[src/rtl/bsg_upstream_sched.sv]
// rtl/bsg_upstream_sched.sv - two-requester 64-bit word scheduler onto a credited 2x8-bit link
// Optional feature: define BSG_UPSTREAM_SCHED_RR_EN for round-robin arbitration (default: requester 0 priority).
module bsg_upstream_sched (
    input  logic        clk,
    input  logic        rst,
    input  logic        core0_valid_in,
    input  logic [63:0] core0_data_in,
    output logic        core0_ready_out,
    input  logic        core1_valid_in,
    input  logic [63:0] core1_data_in,
    output logic        core1_ready_out,
    input  logic        io_token,
    output logic        io_valid_out,
    output logic [7:0]  io_data_out_ch0,
    output logic [7:0]  io_data_out_ch1,
    output logic [6:0]  outstanding,
    output logic        grant_id
);

    localparam logic [2:0] IDLE = 3'd0;
    localparam logic [2:0] S0   = 3'd1;
    localparam logic [2:0] S1   = 3'd2;
    localparam logic [2:0] S2   = 3'd3;
    localparam logic [2:0] S3   = 3'd4;

    logic [2:0]  step;
    logic [31:0] data_cycle_0;
    logic [31:0] data_cycle_1;
    logic [6:0]  sent_cnt;
    logic [6:0]  finish_cnt;
    logic        last_grant;
    logic        accept_ok;
    logic        any_valid;
    logic        grant_sel;
    logic        accept;
    logic [63:0] grant_data;

    // Credits come only from registered counters, so a token never opens the window in its own cycle.
    assign outstanding = sent_cnt - finish_cnt;
    assign accept_ok   = ((step == IDLE) || (step == S3)) && (outstanding < 7'd64) && !rst;
    assign any_valid   = core0_valid_in | core1_valid_in;

    always_comb begin
        grant_sel = core1_valid_in;
        if (core0_valid_in && core1_valid_in) begin
`ifdef BSG_UPSTREAM_SCHED_RR_EN
            grant_sel = ~last_grant;
`else
            // Fixed priority; last_grant is still maintained so the RR build is a drop-in swap.
            grant_sel = 1'b0 & last_grant;
`endif
        end
    end

    assign accept          = accept_ok && any_valid;
    assign core0_ready_out = accept && !grant_sel;
    assign core1_ready_out = accept && grant_sel;
    assign grant_data      = grant_sel ? core1_data_in : core0_data_in;

    always_ff @(posedge clk) begin
        if (rst) begin
            step         <= IDLE;
            data_cycle_0 <= 32'd0;
            data_cycle_1 <= 32'd0;
            sent_cnt     <= 7'd0;
            finish_cnt   <= 7'd0;
            last_grant   <= 1'b1;
            grant_id     <= 1'b0;
        end else begin
            if (accept) begin
                data_cycle_0 <= grant_data[31:0];
                data_cycle_1 <= grant_data[63:32];
                sent_cnt     <= sent_cnt + 7'd1;
                last_grant   <= grant_sel;
                grant_id     <= grant_sel;
                step         <= S0;
            end else begin
                case (step)
                    S0:      step <= S1;
                    S1:      step <= S2;
                    S2:      step <= S3;
                    default: step <= IDLE;
                endcase
            end
            if (io_token && (outstanding != 7'd0)) begin
                finish_cnt <= finish_cnt + 7'd1;
            end
        end
    end

    always_comb begin
        io_valid_out    = 1'b1;
        io_data_out_ch0 = 8'd0;
        io_data_out_ch1 = 8'd0;
        case (step)
            S0: begin
                io_data_out_ch0 = data_cycle_0[7:0];
                io_data_out_ch1 = data_cycle_0[23:16];
            end
            S1: begin
                io_data_out_ch0 = data_cycle_0[15:8];
                io_data_out_ch1 = data_cycle_0[31:24];
            end
            S2: begin
                io_data_out_ch0 = data_cycle_1[7:0];
                io_data_out_ch1 = data_cycle_1[23:16];
            end
            S3: begin
                io_data_out_ch0 = data_cycle_1[15:8];
                io_data_out_ch1 = data_cycle_1[31:24];
            end
            default: io_valid_out = 1'b0;
        endcase
    end

endmodule
[config.mk]
export PLATFORM = sky130hd
export DESIGN_NAME = bsg_upstream_sched
export DESIGN_NICKNAME = d
export VERILOG_FILES = /design/src/rtl/bsg_upstream_sched.sv
export SDC_FILE = /design/constraint.sdc
export NUM_CORES = 1
export LEC_CHECK = 0
export BUFFER_PORTS_ARGS = -buffer_cell sky130_fd_sc_hd__buf_2
export CORE_UTILIZATION = 55
export DETAILED_ROUTE_END_ITERATION = 16
export PLACE_DENSITY_LB_ADDON = 0.15
export SYNTH_ARGS = -nofsm -noshare
export SYNTH_HDL_FRONTEND = slang
export SYNTH_SLANG_ARGS = --single-unit
[constraint.sdc]
create_clock -name clk -period 5.9 [get_ports clk]
set_input_delay 0 -clock clk [delete_from_list [all_inputs] [get_ports clk]]
set_output_delay 0 -clock clk [all_outputs]
set_load 0.01 [all_outputs]
==> results.cfg, run 1 <==
[synthesis]
yosys.area_share.simple_pct = 13.5
synth_compound_area_share_pct = 25.7
synth_top_area_share_pct = 35.4
netlist_area_um2 = 4640
ys_types = 49
synth_top_family_by_area = compound AO/OA/AOI/OAI gates
synthesis.nets = 617
yosysMostFrequentCell = dfxtp_1
yosys.area.top_type = dfxtp_1
synth_area_leaders = dfxtp_1 (35%), mux2i_1 (14%), a211oi_2 (13%), nor2_1 (6.3%), a221o_1 (3.7%)
synthAdderAreaFrac_pct = 2.59
yosysWarnings = 0
ys_async_sr_fraction_pct = 0
ys.flop_type = dfxtp_1
synth_xor_area_share_pct = 1.51
synth_edf_count = 0
ys_seq_area_share_pct = 35.4
syn-instance-count = 475
ys_ff_latch = 82
synthMuxAreaShare_pct = 15.7
syn_area_per_cell_um2 = 9.78
netlist_top_cells_count = dfxtp_1 (82), nor2_1 (78), mux2i_1 (65)

[clocking]
htree_num_levels = 3
postCtsSetupBuffers = 0
clk-insertion-delay-late_ps = 340
postCtsResizedCells = 0
cts_made_buffers = 9
hold_buffers = 20
cts_buffer_depth = 2
clk_pin_slew_ps = 80
cts_sinks = 82
cts-root-buf = clkbuf_8
cts_tree = yes

[timing]
finalCriticalPeriod_ps = 3700
drv_slew = 0
relSlewSlack_pct = 17.7
fin_crit_sh_pct = 62.6
tns_ps = 0
setup_viol = 0
rsz0062_at_grt = no
max_freq_mhz = 271
worst_pin_slew_ps = 1230
fin_skew_ps = 11.1
hold_viol = 0

[cells_and_area]
final_nets = 771
drive_gt1_share_pct = 37.7
area_growth_pct = 26.2
num-fill-cells = 615
diodes = 0
post-route-util_pct = 71.7

[worst_setup_path]
worstSetupEndpointType = flip-flop
worstPathMaxFanout = 46
cp_data_required_time_ps = 6150
crit_path_start_kind = flip-flop
cp_data_arrival_time_ps = 3940
worst-setup-path-type = flip-flop to flip-flop

[floorplanning]
rows = 33
start_util_pct = 56.8
design.core.area_um2 = 8180
io_pins = 160
die_w_um = 93.9
die_h_um = 93.9
dieArea_um2 = 8810

[route]
highest_layer = met4
wl_met3_um = 557
drt_pre_antenna_iters = 4
postRouteAntennaNets = 0
drt-initial-drc-count = 185
post_drt_wl_per_cell_um = 15.8
met2_wirelength_um = 5840
viasPerCell = 5.63
num_vias = 4160
routed_wl_um = 11700
drt-met1-wl_um = 5120
drc = 0

[power]
swShare_pct = 36.3
powerDensity_nw_per_um2 = 360
seqPwrFrac_pct = 37.3
pwr-share-comb_pct = 38.9
power.static_leakage_nw = 2.49
p_clk_share_pct = 23.8
power.switching_mw = 0.765
p_int_mw = 1.34
total_power_mw = 2.11
ir_drop_mv = 0.166

[worst_hold_path]
hold_path_class = primary input to flip-flop

[grt]
grt_pass1_vias = 3856
grt_overflow_total = 0
grt_max_degree = 91
grt_first_pass_wirelength_um = 18200
antenna_found_initial = 0
track_usage_pct = 26.8

[placed_design]
io_buffers = 159
dpl.hpwl_um = 7820
routabilityCongestion = 0.853

[job]
cap_violations = 0

[run_status]
outcome = finished clean
-- metal layers --
metal	global-route usage [%]	vias to the layer above
li1	-	2065
met1	33.8	1947
met2	46.0	133
met3	4.53	15
met4	9.36	0
met5	0	-
-- cell usage in the layout (no fill, tap or decap), drive strengths merged, types with 2 or more instances in the layout --
cell / Yosys / routed
buf: 17 / 163
dfxtp: 82 / 82
nor2: 78 / 78
mux2i: 65 / 65
a211oi: 58 / 58
dlygate4sd3: 0 / 20
a221o: 17 / 17
a22o: 16 / 16
a21oi: 14 / 14
clkbuf: 23 / 12
o21ai: 11 / 11
inv: 10 / 10
ha: 8 / 8
nand2: 7 / 7
nand3b: 7 / 7
mux2: 7 / 7
xnor2: 6 / 6
and3: 5 / 5
and2: 5 / 5
nand2b: 4 / 4
nor2b: 4 / 4
or3: 3 / 3
nand4: 3 / 3
bufinv: 0 / 3
nor3b: 2 / 2
a221oi: 2 / 2
a21o: 2 / 2
nand3: 2 / 2
and2b: 2 / 2
xor2: 2 / 2
nor3: 2 / 2
nor4: 2 / 2
-- state kept, by name, summed over array words and instances, names as in the netlist --
name / flops
data_cycle_0: 32
data_cycle_1: 32
finish_cnt: 7
sent_cnt: 7
step: 3
grant_id: 1
-- critical path: stages (launching register included) --
cell      delay, ps
dfxtp_1         340
inv_1            80
ha_1            160
inv_1            50
fa_1            400
a21o_1          200
and3_1          190
or3_1           380
a21oi_4         810
buf_4           600
nor2_1          120
a211oi_2        240
-- layout make-up --
class | instances | area [um^2] | share of cell area, %
Sequential cell | 82 | 1640 | 28.0
Multi-Input combinational cell | 343 | 2770 | 47.2
Inverter | 10 | 37.5 | 0.641
Timing Repair Buffer | 183 | 1030 | 17.6
Clock inverter | 4 | 97.6 | 1.67
Clock buffer | 12 | 155 | 2.65
Tap cell | 105 | 131 | 2.24
-- stage by stage --
| step | area (um^2) | setup WS, ps | std cells | hold slack (ps) |
|---|---|---|---|---|
| finish | 5860 | 2200 | 739 | 9.98 |
| global placement | 5410 | 2410 | 703 | 295 |
| CTS | 5860 | 2230 | 739 | 4.03 |
| floorplan | 4640 | 3390 | 475 | 184 |
| global route | 5860 | 1990 | 739 | 4.09 |
| detailed placement | 5410 | 2250 | 703 | 304 |
-- final timing paths --
check | from | end | slack (ps) | cells past startpoint
worst max-delay path | sent_cnt[0] | data_cycle_0[0] | 2200 | 11
worst min-delay path | core0_data_in[49] | data_cycle_1[17] | 10 | 3
worst max register to register | sent_cnt[0] | data_cycle_0[0] | 2200 | 11
worst min register to register | data_cycle_0[7] | data_cycle_0[7] | 500 | 2
-- logic make-up after synthesis --
kind of cell | count (synthesis)
muxes | 72
xor gates and xnor gates | 8
and+or+nand+nor | 130
adders and majority gates | 9
DFF | 82
buffers and inverters | 50
AOI/OAI and AO/OA | 124
-- power by group through the flow --
stage / clock, mW / combinational [mW] / sequential [mW]
CTS: 0.507 / 0.815 / 0.784
floorplan: 0 / 0.634 / 0.768
detailed placement: 0 / 0.797 / 0.793
global route: 0.536 / 0.900 / 0.804
finish: 0.502 / 0.820 / 0.787
global placement: 0 / 0.764 / 0.788
Note: power is estimated with default switching activity, not from simulation.
==> run 2, diff against run 1 <==
--- a/config.mk
+++ b/config.mk
@@ -6,7 +6,7 @@
 export NUM_CORES = 1
 export LEC_CHECK = 0
 export BUFFER_PORTS_ARGS = -buffer_cell sky130_fd_sc_hd__buf_2
-export CORE_UTILIZATION = 55
+export CORE_UTILIZATION = 51
 export DETAILED_ROUTE_END_ITERATION = 16
 export PLACE_DENSITY_LB_ADDON = 0.15
 export SYNTH_ARGS = -nofsm -noshare
==> constraint.sdc (replaced) <==
create_clock -name clk -period 3.42 [get_ports clk]
set_input_delay 0 -clock clk [delete_from_list [all_inputs] [get_ports clk]]
set_output_delay 0 -clock clk [all_outputs]
set_load 0.01 [all_outputs]
==> results.cfg, run 2 (synthesized netlist as in run 1, its figures left out) <==
[clocking]
clk_pin_slew_ps = 90
clk-insertion-delay-late_ps = 350
cts_made_buffers = 9
htree_num_levels = 3
hold_buffers = 14
cts_buffer_depth = 2
cts_tree = yes
postCtsSetupBuffers = 0
postCtsResizedCells = 0
cts-root-buf = clkbuf_8
cts_sinks = 82

[floorplanning]
design.core.area_um2 = 8760
io_pins = 160
start_util_pct = 53.0
die_w_um = 97.4
rows = 34
die_h_um = 97.4
dieArea_um2 = 9490

[job]
cap_violations = 0

[cells_and_area]
drive_gt1_share_pct = 38.4
multi_input_area_um2 = 2770
layout_commonest_cell = buf_2
instances_no_fill = 738
regArea_um2 = 1640
diodes = 0
mostFrequentLayoutCells = buf_2 (158), dfxtp_1 (82), nor2_1 (78)
final_nets = 767
area_growth_pct = 25.2
num-fill-cells = 763
top_regs = data_cycle_0 x32, data_cycle_1 x32
post-route-util_pct = 66.4

[worst_setup_path]
worstSetupEndpointType = flip-flop
worstPathMaxFanout = 59
crit_path_start_kind = flip-flop
worst-setup-path-type = flip-flop to flip-flop
cp_data_arrival_time_ps = 3190
reg2reg_slack_ps = 500
cp_data_required_time_ps = 3690

[route]
wl_met3_um = 460
viasPerCell = 5.46
drc = 0
met2_wirelength_um = 5510
postRouteAntennaNets = 0
post_drt_wl_per_cell_um = 15.0
num_vias = 4028
highest_layer = met4
drt-met1-wl_um = 4820
drt-initial-drc-count = 187
drt_pre_antenna_iters = 4
routed_wl_um = 11000

[grt]
grt_first_pass_wirelength_um = 18500
track_usage_pct = 23.9
grt_pass1_vias = 3990
grt_overflow_total = 0
antenna_found_initial = 0
grt_max_degree = 60

[timing]
relSlewSlack_pct = 26.8
holdWs_ps = 7.27
rsz0062_at_grt = no
finalCriticalPeriod_ps = 2920
drv_slew = 0
fin_crit_sh_pct = 85.4
worst_pin_slew_ps = 1100
hold_viol = 0
fin_skew_ps = 13.5
tns_ps = 0
setup_viol = 0
max_freq_mhz = 342
finalWorstSetupSlack_ps = 500

[power]
pwr-share-comb_pct = 40.3
p_clk_share_pct = 21.1
power.switching_mw = 1.30
swShare_pct = 37.2
ir_drop_mv = 0.281
powerDensity_nw_per_um2 = 599
power.static_leakage_nw = 2.46
p_int_mw = 2.19
seqPwrFrac_pct = 38.5

[placed_design]
dpl.hpwl_um = 8100
io_buffers = 159
place_inst = 708
dp_slack_ps = 532
routabilityCongestion = 0.824

[run_status]
outcome = finished clean

[worst_hold_path]
hold_path_class = primary input to flip-flop
run 2: power by group through the flow:
stage,registers (mW),clock network [mW],logic (mW)
4_1_cts,1.34,0.746,1.42
5_1_grt,1.38,0.790,1.57
3_5_place_dp,1.36,0,1.39
3_3_place_gp,1.35,0,1.35
6_report,1.34,0.736,1.41
2_1_floorplan,1.32,0,1.09
run 2: stage by stage:
step	total power, mW	instance area (um^2)
CTS	3.50	5820
detailed placement	2.76	5460
finish	3.48	5820
global route	3.73	5820
global placement	2.71	5460
floorplan	2.42	4640
run 2: metal layers:
metal  vias to the layer above  track usage, %
met3                        18            3.88
met4                         0            8.14
li1                       2046               -
met2                       110            40.8
met1                      1854            30.4
met5                         -               0
run 2: worst paths after layout:
check	start	to	cells after the start
setup / recovery	finish_cnt[5]	data_cycle_0[18]	9
hold / removal	core0_data_in[45]	data_cycle_1[13]	3
setup reg to reg	finish_cnt[5]	data_cycle_0[18]	9
hold reg to reg	grant_id	grant_id	1
run 2: critical path, stage by stage, from the launching register on:
cell and delay [ps]:
dfxtp_1 380, inv_1 100, ha_1 370, and2_4 200, a221o_1 330, or3_1 430
a21oi_4 370, buf_12 320, nor2_1 100, a211oi_2 200
run 2: layout make-up:
cell class,count,area share [%]
inverter,10,0.645
tap,108,2.32
timing repair buffer,179,17.6
multi-input combinational,343,47.6
sequential,82,28.2
clock buffer,11,2.60
clock inverter,5,1.05
